### src/rtl/pipeline_stage.sv
// Valid/ready pipeline register. It has two modes: a single register with combinational in_ready,
// or a two-entry skid buffer whose in_ready comes straight from a flop.
module pipeline_stage #(
    parameter int unsigned       DATA_W    = 64,
    parameter int unsigned       SKID      = 1,
    parameter logic [DATA_W-1:0] FLUSH_VAL = '0,
    parameter int unsigned       CNT_W     = 16
) (
    input  logic              CLK,
    input  logic              RST,
    input  logic              flush,
    input  logic              in_valid,
    input  logic [DATA_W-1:0] in_data,
    output logic              in_ready,
    output logic              out_valid,
    output logic [DATA_W-1:0] out_data,
    input  logic              out_ready,
    output logic [CNT_W-1:0]  stall_cnt
);

    localparam bit              USE_SKID = (SKID != 0);
    localparam logic [CNT_W-1:0] CNT_ONE = 1;

    logic              r_main_valid;
    logic [DATA_W-1:0] r_main_data;
    logic              r_skid_valid;
    logic [DATA_W-1:0] r_skid_data;
    logic              r_rdy;
    logic [CNT_W-1:0]  r_stall_cnt;

    logic              w_in_ready;
    logic              w_accept;
    logic              w_xfer_out;
    logic              w_main_valid_nxt;
    logic [DATA_W-1:0] w_main_data_nxt;
    logic              w_skid_valid_nxt;
    logic [DATA_W-1:0] w_skid_data_nxt;

    assign w_in_ready = USE_SKID ? r_rdy : (!r_main_valid || out_ready);
    assign w_accept   = in_valid && w_in_ready && !flush;
    assign w_xfer_out = r_main_valid && out_ready;

    always_comb begin
        w_main_valid_nxt = r_main_valid;
        w_main_data_nxt  = r_main_data;
        w_skid_valid_nxt = r_skid_valid;
        w_skid_data_nxt  = r_skid_data;
        if (flush) begin
            w_main_valid_nxt = 1'b0;
            w_main_data_nxt  = FLUSH_VAL;
            w_skid_valid_nxt = 1'b0;
            w_skid_data_nxt  = FLUSH_VAL;
        end else if (USE_SKID) begin
            // A full skid forces in_ready low, so no accept can coincide with the skid drain.
            if (w_xfer_out) begin
                if (r_skid_valid) begin
                    w_main_data_nxt  = r_skid_data;
                    w_skid_valid_nxt = 1'b0;
                end else if (w_accept) begin
                    w_main_data_nxt  = in_data;
                end else begin
                    w_main_valid_nxt = 1'b0;
                end
            end else if (w_accept) begin
                if (!r_main_valid) begin
                    w_main_valid_nxt = 1'b1;
                    w_main_data_nxt  = in_data;
                end else begin
                    w_skid_valid_nxt = 1'b1;
                    w_skid_data_nxt  = in_data;
                end
            end
        end else begin
            if (w_accept) begin
                w_main_valid_nxt = 1'b1;
                w_main_data_nxt  = in_data;
            end else if (w_xfer_out) begin
                w_main_valid_nxt = 1'b0;
            end
        end
    end

    always_ff @(posedge CLK or posedge RST) begin
        if (RST) begin
            r_main_valid <= 1'b0;
            r_main_data  <= FLUSH_VAL;
            r_skid_valid <= 1'b0;
            r_skid_data  <= FLUSH_VAL;
            r_rdy        <= 1'b0;
        end else begin
            r_main_valid <= w_main_valid_nxt;
            r_main_data  <= w_main_data_nxt;
            r_skid_valid <= w_skid_valid_nxt;
            r_skid_data  <= w_skid_data_nxt;
            r_rdy        <= !w_skid_valid_nxt;
        end
    end

    always_ff @(posedge CLK or posedge RST) begin
        if (RST) begin
            r_stall_cnt <= '0;
        end else if (r_main_valid && !out_ready && !flush && (r_stall_cnt != '1)) begin
            r_stall_cnt <= r_stall_cnt + CNT_ONE;
        end
    end

    assign in_ready  = w_in_ready;
    assign out_valid = r_main_valid;
    assign out_data  = r_main_data;
    assign stall_cnt = r_stall_cnt;

endmodule

### config.mk
export PLATFORM = sky130hd
export DESIGN_NAME = pipeline_stage
export DESIGN_NICKNAME = d
export VERILOG_FILES = /design/src/rtl/pipeline_stage.sv
export SDC_FILE = /design/constraint.sdc
export NUM_CORES = 1
export LEC_CHECK = 0
export CAP_MARGIN = 25
export CORE_MARGIN = 10
export CORE_UTILIZATION = 52
export CTS_BUF_LIST = sky130_fd_sc_hd__clkbuf_4 sky130_fd_sc_hd__clkbuf_8
export DETAILED_ROUTE_END_ITERATION = 10
export GPL_TIMING_DRIVEN = 0
export PLACE_DENSITY_LB_ADDON = 0.2
export SETUP_SLACK_MARGIN = 0.15
export SYNTH_ARGS = -nofsm -noshare
export SYNTH_HDL_FRONTEND = slang
export SYNTH_SLANG_ARGS = --single-unit
### constraint.sdc
create_clock -name CLK -period 7 [get_ports CLK]
set_input_delay 2.1 -clock CLK [delete_from_list [all_inputs] [get_ports CLK]]
set_output_delay 2.1 -clock CLK [all_outputs]
set_load 0.05 [all_outputs]
==> out/summary.txt, run 1 <==
status - complete, no violations
LEAKAGE - 0.00426 uW
router iterations before antenna repair - 5
FF-to-FF setup slack - 5.12 ns
Sink Count - 147
VDD IR max - 0.000198 V
worst hold path stage count - 2
share of post-route cells with drive strength above 1 - 11.5%
WP buf/inv - 1
number of H-tree levels - 4
clk root buf - clkbuf_8
Yosys Warn Count - 0
DRT Wirelength - 16700 um
final worst path period need - 3.89 ns
post-route ant nets - 0
final instance area - 0.00847 mm^2
ANT cells - 0
Worst path max stage delay - 0.87 ns
GRT Util Overall - 20.0%
Synth Flop Type - dfrtp_1
f_max - 257 MHz
RSZ-0062 raised after global routing - no
Worst Hold Path EP - out_data[12]$_DFFE_PP0P_
Num CTS Buffers - 17
slowest stage cell, crit path - clkdlybuf4s50_1
reg-to-reg critical path startpoint - in_ready$_DFF_PP0_
Mean Syn Cell Area - 12.4 um^2
dpl cell area - 0.00804 mm^2
EDFF count, synth - 0
cell chain of the critical path - clkdlybuf4s50_1
largest family of logic cells by synthesized area - compound AO/OA/AOI/OAI gates
Tot Pwr - 2120 uW
via count - 4903
Die Y - 130 um
post-DP HPWL - 11700 um
unique cell type count in the Yosys netlist - 38
Final Skew - 0.00833 ns
Nets - 751
Via density - 5.83
final hold violations - 0
area growth from synthesis to final layout - 33.8%
crit share post-route - 55.6%
vias in the first global route - 5147
Simple-Gate Fraction of Synth Area - 8.50%
crit path kind - flip-flop to output pin
reg2reg path depth - 3
first-pass GRT wire length - 26800 um
Slew Viols, Final - 0
Seq cells post-synth - 147
delay-heaviest family, CP - buffers and inverters
proportion of synthesized area in mux cells - 10.4%
RR Endpoint - r_skid_data[6]$_DFFE_PP0P_
post_cts resized - 0
Die X - 130 um
Post-CTS Setup Inserts - 0
worst path required time - 4.90 ns
Worst-Margin Slew - 0.938 ns
Clock Tree Buf Depth - 2
cts hold-fix bufs - 0
num ports - 151
Initial Util - 52.9%
Rows - 40
Slew headroom - 36.6%
gr ovfl total - 0
synthesized instance count - 512
port buffer count - 149
Worst-path clk slew - 0.07 ns
Routability Congestion - 0.834
core area - 0.0120 mm^2
CTS tree - built
crit end category - output pin
WL per Instance - 19.9 um
crit-path max FO - 6
initial antenna violation count - 0
CP startpoint kind - flip-flop
ys async rst share - 100%
Max Cap Violations - 0
Pwr per Cell Area - 251 mW/mm^2
synthesized area - 0.00633 mm^2
final setup vio count - 0
syn_nets - 582
Worst-Skew Late Latency - 0.44 ns
setup TNS - 0 ns
Post-Synth Adder-Cell Area - 0.198%
worst min-delay path class - flip-flop to flip-flop
XOR/XNOR Fraction of Synth Area - 1.80%
Compound-Gate Fraction of Synth Area - 17.6%
DRC violation count after routing - 0
Hold Crit Start - out_data[12]$_DFFE_PP0P_
largest net degree at the start of global routing - 77
critical path arrival - 1.79 ns
DIE AREA - 0.0170 mm^2
post-synthesis sequential area ratio - 58.1%
initial drt markers - 421
cell families (layout without fill, tap and decap cells):
logic type                 count (synthesis)  after routing
buffers and inverters                     45            227
adders and majority gates                  1              1
DFF                                      147            147
muxes                                     65             65
xor gates and xnor gates                  13             13
AOI/OAI and AO/OA                        140            140
and+or+nand+nor                          101            101
registers in the layout, summed over array words and instances, names as in the netlist:
signal        flops
r_skid_valid      1
out_data         64
in_ready          1
stall_cnt        16
r_skid_data      64
out_valid         1
layer usage:
metal	global-route usage [%]	part of all wire, %	wire [um]
met2	31.8	48	8080
met4	5.69	1.2	203
met3	7.26	7.6	1270
met1	25.1	43	7180
met5	0	0	0
per-stage QoR:
step / setup WS [ns] / hold WS (ns) / std cells / util [%]
floorplan: 0.949 / 0.472 / 512 / -
global placement: -0.859 / 0.460 / 808 / 66.9
detailed placement: 2.88 / 0.466 / 809 / 67.2
CTS: 3.08 / 0.482 / 841 / 70.8
global route: 2.99 / 0.500 / 841 / 70.8
finish: 3.11 / 0.478 / 841 / 70.8
layout by cell type, fill, tap and decap left out, types with 8 or more instances in the layout:
cell type and count:
xor2_1 12, mux2i_1 64, nand2_1 72, clkinv_2 8
o31ai_1 64, dfrtp_1 147, buf_2 34, a22o_1 64
clkbuf_8 19, clkdlybuf4s50_1 149
how the worst max path moves through the flow:
stage	from	endpoint	slack, ns	depth (start not counted)
floorplan	RST	in_ready$_DFF_PP0_	0.95	1
global placement	RST	out_data[56]$_DFFE_PP0P_	-0.86	2
detailed placement	out_ready	r_skid_data[2]$_DFFE_PP0P_	2.88	5
CTS	stall_cnt[8]$_DFFE_PP0P_	stall_cnt[8]	3.08	1
global route	stall_cnt[8]$_DFFE_PP0P_	stall_cnt[8]	2.99	1
finish	stall_cnt[8]$_DFFE_PP0P_	stall_cnt[8]	3.11	1
power by group:
| group | internal [uW] | switching (uW) |
|---|---|---|
| combinational | 164 | 297 |
| clock | 406 | 308 |
| sequential | 904 | 42.1 |
synth_stat cells (all sizes together) (2+ instances only):
| master | number | share of area [%] |
|---|---|---|
| dfrtp | 147 | 58 |
| nand2 | 73 | 4.4 |
| a22o | 64 | 8.9 |
| mux2i | 64 | 10 |
| o31ai | 64 | 7.6 |
| buf | 35 | 2.8 |
| xor2 | 12 | 1.7 |
| clkbuf | 7 | 0.42 |
| nand4 | 6 | 1.2 |
| nor3 | 5 | 0.40 |
| a21oi | 3 | 0.24 |
| inv | 3 | 0.18 |
| nor4 | 3 | 0.40 |
| nor4b | 3 | 0.85 |
| o21ai | 3 | 0.24 |
| a31oi | 2 | 0.20 |
| and4 | 2 | 0.28 |
| nor2 | 2 | 0.12 |
| nor2b | 2 | 0.24 |
| nor3b | 2 | 0.42 |
cell type report:
class	instances	area (um^2)
fillers	845	3490
multi-input cells	320	2440
inverters	3	16.3
flip-flops and latches	147	3680
repair buffers	150	1520
plain buffers	42	204
clock inverters	12	160
well taps	147	184
clock buffers	20	269
Power figures use the tool's default switching activity.
==> run 2, diff against run 1 <==
Settings changed: CORE_UTILIZATION 52 to 47.
Clock period 7 ns to 3.4 ns, I/O delays scaled along.
==> run 2 against run 1 <==
  * Combinational power increased by 110%
  * Design area increased by 1.5%
  * First-iteration DRC count decreased by 1.4%
  * Via count increased by 0.45%
  * Largest cell class unchanged
  * Largest power group unchanged
  * Final cell count increased by 3.8%
  * Core utilization decreased by 5.9 points
  * Clock power increased by 130%
  * Non-clock buffer count increased by 3
  * Flip-flop and latch count unchanged
==> out/summary.txt, run 2 (synthesized netlist as in run 1, its figures left out) <==
status - complete, no violations (unchanged)
num ports - 151 (unchanged)
clk root buf - clkbuf_8 (unchanged)
initial antenna violation count - 0 (unchanged)
gr ovfl total - 0 (unchanged)
via count - 4925 (was 4903)
Worst-path clk slew - 0.08 ns (was 0.07 ns)
most frequent cells in the layout - clkdlybuf4s50_1, dfrtp_1, nand2_1 (unchanged)
GRT Util Overall - 19.1% (was 20.0%)
LEAKAGE - 0.00429 uW (was 0.00426 uW)
VDD IR max - 0.000338 V (was 0.000198 V)
crit share post-route - 84.0%
final worst path period need - 2.85 ns
post-DP HPWL - 12300 um (was 11700 um)
Post-CTS Setup Inserts - 0 (unchanged)
Pwr per Cell Area - 526 mW/mm^2 (was 251 mW/mm^2)
Die X - 136 um (was 130 um)
final hold violations - 0 (unchanged)
post-route ant nets - 0 (unchanged)
Via density - 5.64 (was 5.83)
Num CTS Buffers - 17 (unchanged)
DRT Wirelength - 17400 um (was 16700 um)
core area - 0.0132 mm^2 (was 0.0120 mm^2)
share of post-route cells with drive strength above 1 - 11.9% (was 11.5%)
crit end category - output pin (unchanged)
commonest non-fill, non-tap cell in the layout - clkdlybuf4s50_1 (unchanged)
DRC violation count after routing - 0 (unchanged)
delay-heaviest family, CP - buffers and inverters (unchanged)
WL per Instance - 19.9 um (about the same)
f_max - 350 MHz
FF-to-FF setup slack - 1.54 ns (was 5.12 ns)
DIE AREA - 0.0185 mm^2 (was 0.0170 mm^2)
CP startpoint kind - flip-flop (unchanged)
post_cts resized - 0 (unchanged)
worst path required time - 2.38 ns (was 4.90 ns)
CTS tree - built (unchanged)
Clock Tree Buf Depth - 2 (unchanged)
Slew headroom - 57.8% (was 36.6%)
critical path arrival - 1.83 ns (was 1.79 ns)
router iterations before antenna repair - 5 (unchanged)
first-pass GRT wire length - 28100 um (was 26800 um)
Die Y - 136 um (was 130 um)
Routability Congestion - 0.836 (was 0.834)
Worst-Skew Late Latency - 0.45 ns (was 0.44 ns)
fillers - 1078 (was 845)
initial drt markers - 415 (was 421)
Slew Viols, Final - 0 (unchanged)
Rows - 42 (was 40)
worst setup margin - 0.545 ns (was 3.11 ns)
Final Skew - 0.00881 ns (was 0.00833 ns)
Min Hold Slack - 0.479 ns (was 0.478 ns)
worst slack, placed - 0.246 ns (was 2.88 ns)
Worst-Margin Slew - 0.632 ns (was 0.938 ns)
Initial Util - 47.8% (was 52.9%)
Max Cap Violations - 0 (unchanged)
cell chain of the critical path - clkdlybuf4s50_1 (unchanged)
worst min-delay path class - flip-flop to flip-flop (unchanged)
ANT cells - 0 (unchanged)
largest net degree at the start of global routing - 43 (was 77)
setup TNS - 0 ns (unchanged)
RSZ-0062 raised after global routing - no (unchanged)
Finished Core Util - 64.9% (was 70.8%)
crit-path max FO - 6 (unchanged)
Sink Count - 147 (unchanged)
area growth from synthesis to final layout - 35.8% (was 33.8%)
cts hold-fix bufs - 0 (unchanged)
Nets - 754 (was 751)
crit path kind - flip-flop to output pin (unchanged)
WP buf/inv - 1 (unchanged)
port buffer count - 149 (unchanged)
vias in the first global route - 5361 (was 5147)
slowest stage cell, crit path - clkdlybuf4s50_1 (unchanged)
final setup vio count - 0 (unchanged)
number of H-tree levels - 4 (unchanged)
Worst path max stage delay - 0.88 ns (was 0.87 ns)
run 2: cell types whose count changed in the layout (fill, tap and decap cells not counted), sizes merged:
cell | previous run | this run
clkinv | 8 | 3
buf | 36 | 39
clkbuf | 27 | 30
clkinvlp | 0 | 2
bufinv | 4 | 5
inv | 3 | 2
run 2: worst paths after layout:
| check | from | cells after the start | end |
|---|---|---|---|
| worst max-delay path | stall_cnt[8]$_DFFE_PP0P_ | 1 | stall_cnt[8] |
| worst min-delay path | out_data[55]$_DFFE_PP0P_ | 2 | out_data[55]$_DFFE_PP0P_ |
| worst max register to register | out_valid$_DFFE_PP0P_ | 6 | out_data[58]$_DFFE_PP0P_ |
| worst min register to register | out_data[55]$_DFFE_PP0P_ | 2 | out_data[55]$_DFFE_PP0P_ |
| max in group asynchronous | RST | 3 | out_data[25]$_DFFE_PP0P_ |
| min in group asynchronous | RST | 2 | r_skid_data[55]$_DFFE_PP0P_ |
run 2: layout make-up:
class                   instances  area, um^2  area share (%)
clock inverters                 9         173            2.01
clock buffers                  23         310            3.61
flip-flops and latches        147        3680            42.8
multi-input cells             320        2440            28.4
plain buffers                  42         204            2.37
repair buffers                153        1560            18.1
inverters                       3        15.0           0.175
well taps                     176         220            2.56
run 2: per-stage QoR:
step                      power [uW]  cells  area (um^2)
after floorplan                 2540    512         6330
after global placement          2910    837         8050
after detailed placement        2940    840         8110
after CTS                       4560    872         8590
after global routing            4700    873         8600
final                           4520    873         8600
run 2: per-layer routing:
metal,track usage [%],wire [um]
met5,0,0
met3,6.13,1200
met1,23.8,7390
met4,5.38,231
met2,31.1,8580
run 2: where the power goes:
group          total [uW]  internal, uW  switching [uW]
clock                1620           977             643
combinational         956           343             613
sequential           1950          1860            86.8
run 2: worst reg2reg max path, delay by kind of cell (launching register included):
kind                   cells  cell delay [ns]
AO/OA/AOI/OAI              2             0.23
buffers and inverters      2             0.51
AND/OR/NAND/NOR            2             0.56
flip-flops                 1             0.46
==> edit 1 (config.mk and constraints of run 1) <==
The parameter `DATA_W` goes from 64 to 32.
--- a/src/rtl/pipeline_stage.sv
+++ b/src/rtl/pipeline_stage.sv
@@ -1,7 +1,7 @@
 // Valid/ready pipeline register. It has two modes: a single register with combinational in_ready,
 // or a two-entry skid buffer whose in_ready comes straight from a flop.
 module pipeline_stage #(
-    parameter int unsigned       DATA_W    = 64,
+    parameter int unsigned       DATA_W    = 32,
     parameter int unsigned       SKID      = 1,
     parameter logic [DATA_W-1:0] FLUSH_VAL = '0,
     parameter int unsigned       CNT_W     = 16
Interface: changed (resized in_data and out_data); port bits go from 151 to 87. The function was not compared with the original's and may differ.
==> edit 1 against run 1 <==
- die area down 37%
- largest cell class unchanged
- sequential cell count shrank 64
- wire length is 48% lower
- cell area is 44% lower
- setup slack better by 0.13 ns
- power decreased by 47%
- critical path depth unchanged
- largest power group unchanged
- synthesized area decreased by 43%
- count of clock-buffer cells in the layout is 10 lower
==> edit 1: results (changes against run 1) <==
* Routed wire per std cell at 17.9 um (-9.9%)
* Setup slack, reg-to-reg at 5.04 ns (-0.08 ns)
* Routability cong. at 0.782 (-6.3%)
* Length in cells of the worst reg-to-reg path at 6 (+3)
* Vias in the first global route at 2,848 (-45%)
* Largest net degree at the start of global routing at 73 (-5.2%)
* End of the worst register-to-register path: out_data[1]
* Global-route wire length before repair at 14,400 um (-46%)
* Half-perimeter wire length after detailed placement at 6120 um (-48%)
* VDD IR-drop max at 0.000127 V (-36%)
* Async set-reset flop share out of synthesis at 100% (unchanged)
* Number of different library cells in the post-synthesis netlist at 31 (-18%)
* Static Leak at 2.27 nW (-47%)
* Mean number of vias per cell at 5.68 (-2.6%)
* Clock skew after layout at 0.0100 ns (+0.00168 ns)
* Cell types with the highest counts after synthesis: dfrtp_1 (83), nor2_1 (35), a211oi_1 (32), a22o_1 (32), mux2i_1 (32)
* Number of nets in the layout at 435 (-42%)
* Arr. time, crit path at 1.66 ns (-0.13 ns)
* Count of buffers from port buffering at 85 (-43%)
* Worst Tran Pin Value at 0.530 ns (-0.409 ns)
* Clk Latency, worst-skew pair at 0.34 ns (-0.10 ns)
* Total internal power at 0.000747 W (-49%)
* Cell at the slowest stage of the critical path: clkdlybuf4s50_1
* Instance count along the most critical hold path at 1 (-1)
* Iteration-0 DRC count of the detailed router at 100 (-76%)
* Start of the worst register-to-register path: out_valid
* Maximum number of buffers from clock root to sink at 2 (unchanged)
* Drt first pass iters at 4 (-1)
* Fraction of the yosys area taken by sequential cells at 57.5% (-0.64 points)
* Biggest area contributors in the synthesized netlist: dfrtp_1 (57%), mux2i_1 (8.9%), a22o_1 (7.8%)
* Number of diodes added for antenna fixing at 0 (unchanged)
* Largest fanout of any net on the critical path at 8 (+2)
* Run status: complete, no violations
* Biggest cell delay along the critical path at 0.85 ns (-0.02 ns)
* End of the critical path: stall_cnt[8]
* Overall track demand over capacity in global routing at 17.1% (-2.9 points)
* Number of H-tree branching levels at 3 (-1)
* Number of buffers created by CTS at 9 (-8)
* Launch instance of the worst min-delay path: r_skid_data[24]
* Layout cells sized above 1 at 7.48% (-4.0 points)
* Portion of total power attributed to sequential cells at 48.4% (+3.8 points)
* Top cell family by delay on the critical path: buffers and inverters
* Power of the combinational group at 0.000276 W (-40%)
* Area after DPL at 4600 um2 (-43%)
* Net count after synthesis at 338 (-42%)
edit 1: kinds of logic after synthesis:
group	count (synthesis)	share of synthesized area [%]
flops	83	57.5
compound gates	73	16.7
simple gates	70	9.52
mux	34	9.48
buf+inv	25	3.08
xor+xnor	14	3.39
fa+ha+maj	1	0.346
edit 1: stage by stage:
step / setup WS [ns] / hold WS (ns) / instances / utilization, % / power, W
after floorplan: 2.76 / 0.472 / 300 / - / 0.000719
after global placement: 1.49 / 0.487 / 465 / 67.6 / 0.000824
after detailed placement: 2.93 / 0.490 / 466 / 68.0 / 0.000830
after CTS: 3.22 / 0.513 / 481 / 70.5 / 0.00113
after global routing: 3.16 / 0.523 / 481 / 70.5 / 0.00117
final: 3.24 / 0.509 / 481 / 70.5 / 0.00112
edit 1: final cells by class:
cell class | count | area, um2
Fill cell | 512 | 1990
Buffer | 22 | 100
Tap cell | 80 | 100
Inverter | 3 | 13.8
Sequential cell | 83 | 2080
Multi-Input combinational cell | 192 | 1430
Clock buffer | 10 | 138
Timing Repair Buffer | 86 | 878
Clock inverter | 5 | 30.0
edit 1: worst min-delay path by stage:
stage / endpoint / slack, ns
finish: r_skid_data[24] / 0.51
global route: r_skid_data[6] / 0.52
CTS: r_skid_data[13] / 0.51
detailed placement: r_skid_data[8] / 0.49
global placement: r_skid_data[12] / 0.49
floorplan: r_skid_data[0] / 0.47
edit 1: metal layers:
layer | vias up | share of wire (%) | GRT usage (%)
li1 | 1313 | - | -
met5 | - | 0 | 0
met3 | 7 | 5.7 | 5.78
met4 | 0 | 0.68 | 4.71
met1 | 1354 | 46 | 22.4
met2 | 57 | 47 | 26.5
==> edit 2 (settings of run 1) <==
Made on the original files. Reset style: synchronous (`RST`), changed in 2 clocked blocks.
--- a/src/rtl/pipeline_stage.sv
+++ b/src/rtl/pipeline_stage.sv
@@ -80,7 +80,7 @@
         end
     end
 
-    always_ff @(posedge CLK or posedge RST) begin
+    always_ff @(posedge CLK) begin
         if (RST) begin
             r_main_valid <= 1'b0;
             r_main_data  <= FLUSH_VAL;
@@ -96,7 +96,7 @@
         end
     end
 
-    always_ff @(posedge CLK or posedge RST) begin
+    always_ff @(posedge CLK) begin
         if (RST) begin
             r_stall_cnt <= '0;
         end else if (r_main_valid && !out_ready && !flush && (r_stall_cnt != '1)) begin
Behaviour: differs if RST is asserted again (counterexample within 4 cycles, from zero or initial values and one cycle with RST high); with RST held inactive, the same outputs for 4 cycles.
==> edit 2 against run 1 <==
- wire length rose by 2.8%
- sequential share of layout area fell by 7.3 points
- via count rose by 12%
- synthesized area fell by 6.0%
- cell area fell by 4.0%
- setup slack got worse by 0.24 ns
- count of clock-buffer cells in the layout did not move
- first-iteration DRC count fell by 18%
- clock skew rose by 0.0011 ns
- sequential cell count did not move
- non-clock buffer count rose by 9
Power is not compared: it rests on default switching activity, and its combinational part moved more than twofold at a synthesized area within 25%.
==> edit 2: results (changes against run 1) <==
* GR met3 Demand/Resource at 6.71% (-0.56 points)
* Multiplexer fraction of the synthesized cell area at 11.9% (+1.5 points)
* Largest fanout of any net on the critical path at 10 (+4)
* Met1 GRT Util at 24.1% (-1.0 points)
* Fraction of synthesized cell area in xor and xnor cells at 0% (-1.8 points)
* Antenna violations before repair at 0 (unchanged)
* Number of buffers inserted to repair setup after CTS at 0 (unchanged)
* Met2 wirelength from detailed routing at 8500 um (+5.2%)
* Avg Inst Size Synth at 8.67 um2 (-30%)
* Cell at the slowest stage of the critical path: clkdlybuf4s50_1
* VDD IR-drop max at 0.000126 V
* Fraction of the yosys area taken by sequential cells at 49.5% (-8.6 points)
* Overall track demand over capacity in global routing at 20.5% (+0.47 points)
* Path category of the worst min-delay check: flip-flop to flip-flop
* Half-perimeter wire length after detailed placement at 12,600 um (+7.9%)
* Worst slack after detailed placement at 2.45 ns (-0.424 ns)
* Area after DPL at 7630 um2 (-5.1%)
* Net count after synthesis at 757 (+30%)
* Iteration-0 DRC count of the detailed router at 346 (-18%)
* Non-filler instance count after layout at 1,009 (+20%)
* Compound-cell area share of the yosys netlist at 15.9% (-1.8 points)
* Number of nets in the layout at 926 (+23%)
* Master cell of the clock root buffer: clkbuf_8
* Biggest cell delay along the critical path at 0.50 ns (-0.37 ns)
* DRT Wirelength at 17,200 um (+2.8%)
* Group with the largest share of power: sequential cells
* Static Leak at 3.03 nW
* Layout cells sized above 1 at 5.31% (-6.2 points)
* Worst Tran Pin Value at 0.839 ns (-0.0989 ns)
* Cell types with the highest counts after synthesis: dfxtp_1 (147), nand2_1 (137), nor2_1 (76)
* Maximum number of buffers from clock root to sink at 2 (unchanged)
* Drt first pass iters at 5 (unchanged)
* Global-route wire length before repair at 27,000 um (+0.69%)
* Biggest area contributors in the synthesized netlist: dfxtp_1 (49%), mux2i_1 (11%), a211oi_1 (9.0%)
* GRT met2 Usage at 34.7% (+2.8 points)
* Number of setup violations in the final report at 0 (unchanged)
* Clock skew after layout at 0.00938 ns (+0.00105 ns)
* Async set-reset flop share out of synthesis at 0% (-100 points)
* Total internal power at 0.00141 W
* Total placed cells including tap cells at 979 (+21%)
* Multi-input combinational cell area at 2790 um2 (+14%)
* Run status: complete, no violations
* Arr. time, crit path at 4.44 ns (+2.65 ns)
* Clk pwr at 0.000825 W
* Top layer in use: met4
* Routability cong. at 0.856 (+2.6%)
* Met1 Routed Length at 7290 um (+1.6%)
* Largest net degree at the start of global routing at 17 (-78%)
* Yosys synthesis warning count at 0 (unchanged)
* Fill cells at 890 (+5.3%)
* Metal3 WL at 1190 um (-6.5%)
* Adder and majority cell fraction of the synthesized area at 0.421% (+0.22 points)
* Count of buffers from port buffering at 150 (+0.67%)
* Number of different library cells in the post-synthesis netlist at 38 (unchanged)
* Clock network fraction of total power at 46.6%
* Mean number of vias per cell at 5.46 (-6.3%)
* Vias in the first global route at 5,535 (+7.5%)
## edit 2: cell types whose count changed in the layout (fill, tap and decap cells not counted), sizes merged, moves of 64 or more
cell,run 1,this run
a211oi,0,71
a21oi,3,73
a22o,64,0
dfrtp,147,0
dfxtp,0,147
nand2,73,137
nor2,2,76
## edit 2: path summary, 6_finish.rpt
| check | startpoint | to | slack, ns | depth (start not counted) |
|---|---|---|---|---|
| setup / recovery | flush | out_data[15] | 2.87 | 8 |
| hold / removal | r_skid_data[60] | r_skid_data[60] | 0.46 | 2 |
| hold reg to reg | r_skid_data[60] | r_skid_data[60] | 0.46 | 2 |
| setup reg to reg | stall_cnt[0] | stall_cnt[0] | 4.68 | 5 |
## edit 2: layout make-up
class / count / area share [%]
plain buffers: 51 / 2.49
well taps: 143 / 2.20
flip-flops and latches: 147 / 36.2
clock inverters: 10 / 2.80
inverters: 5 / 0.231
clock buffers: 20 / 3.38
repair buffers: 150 / 18.5
multi-input cells: 483 / 34.2
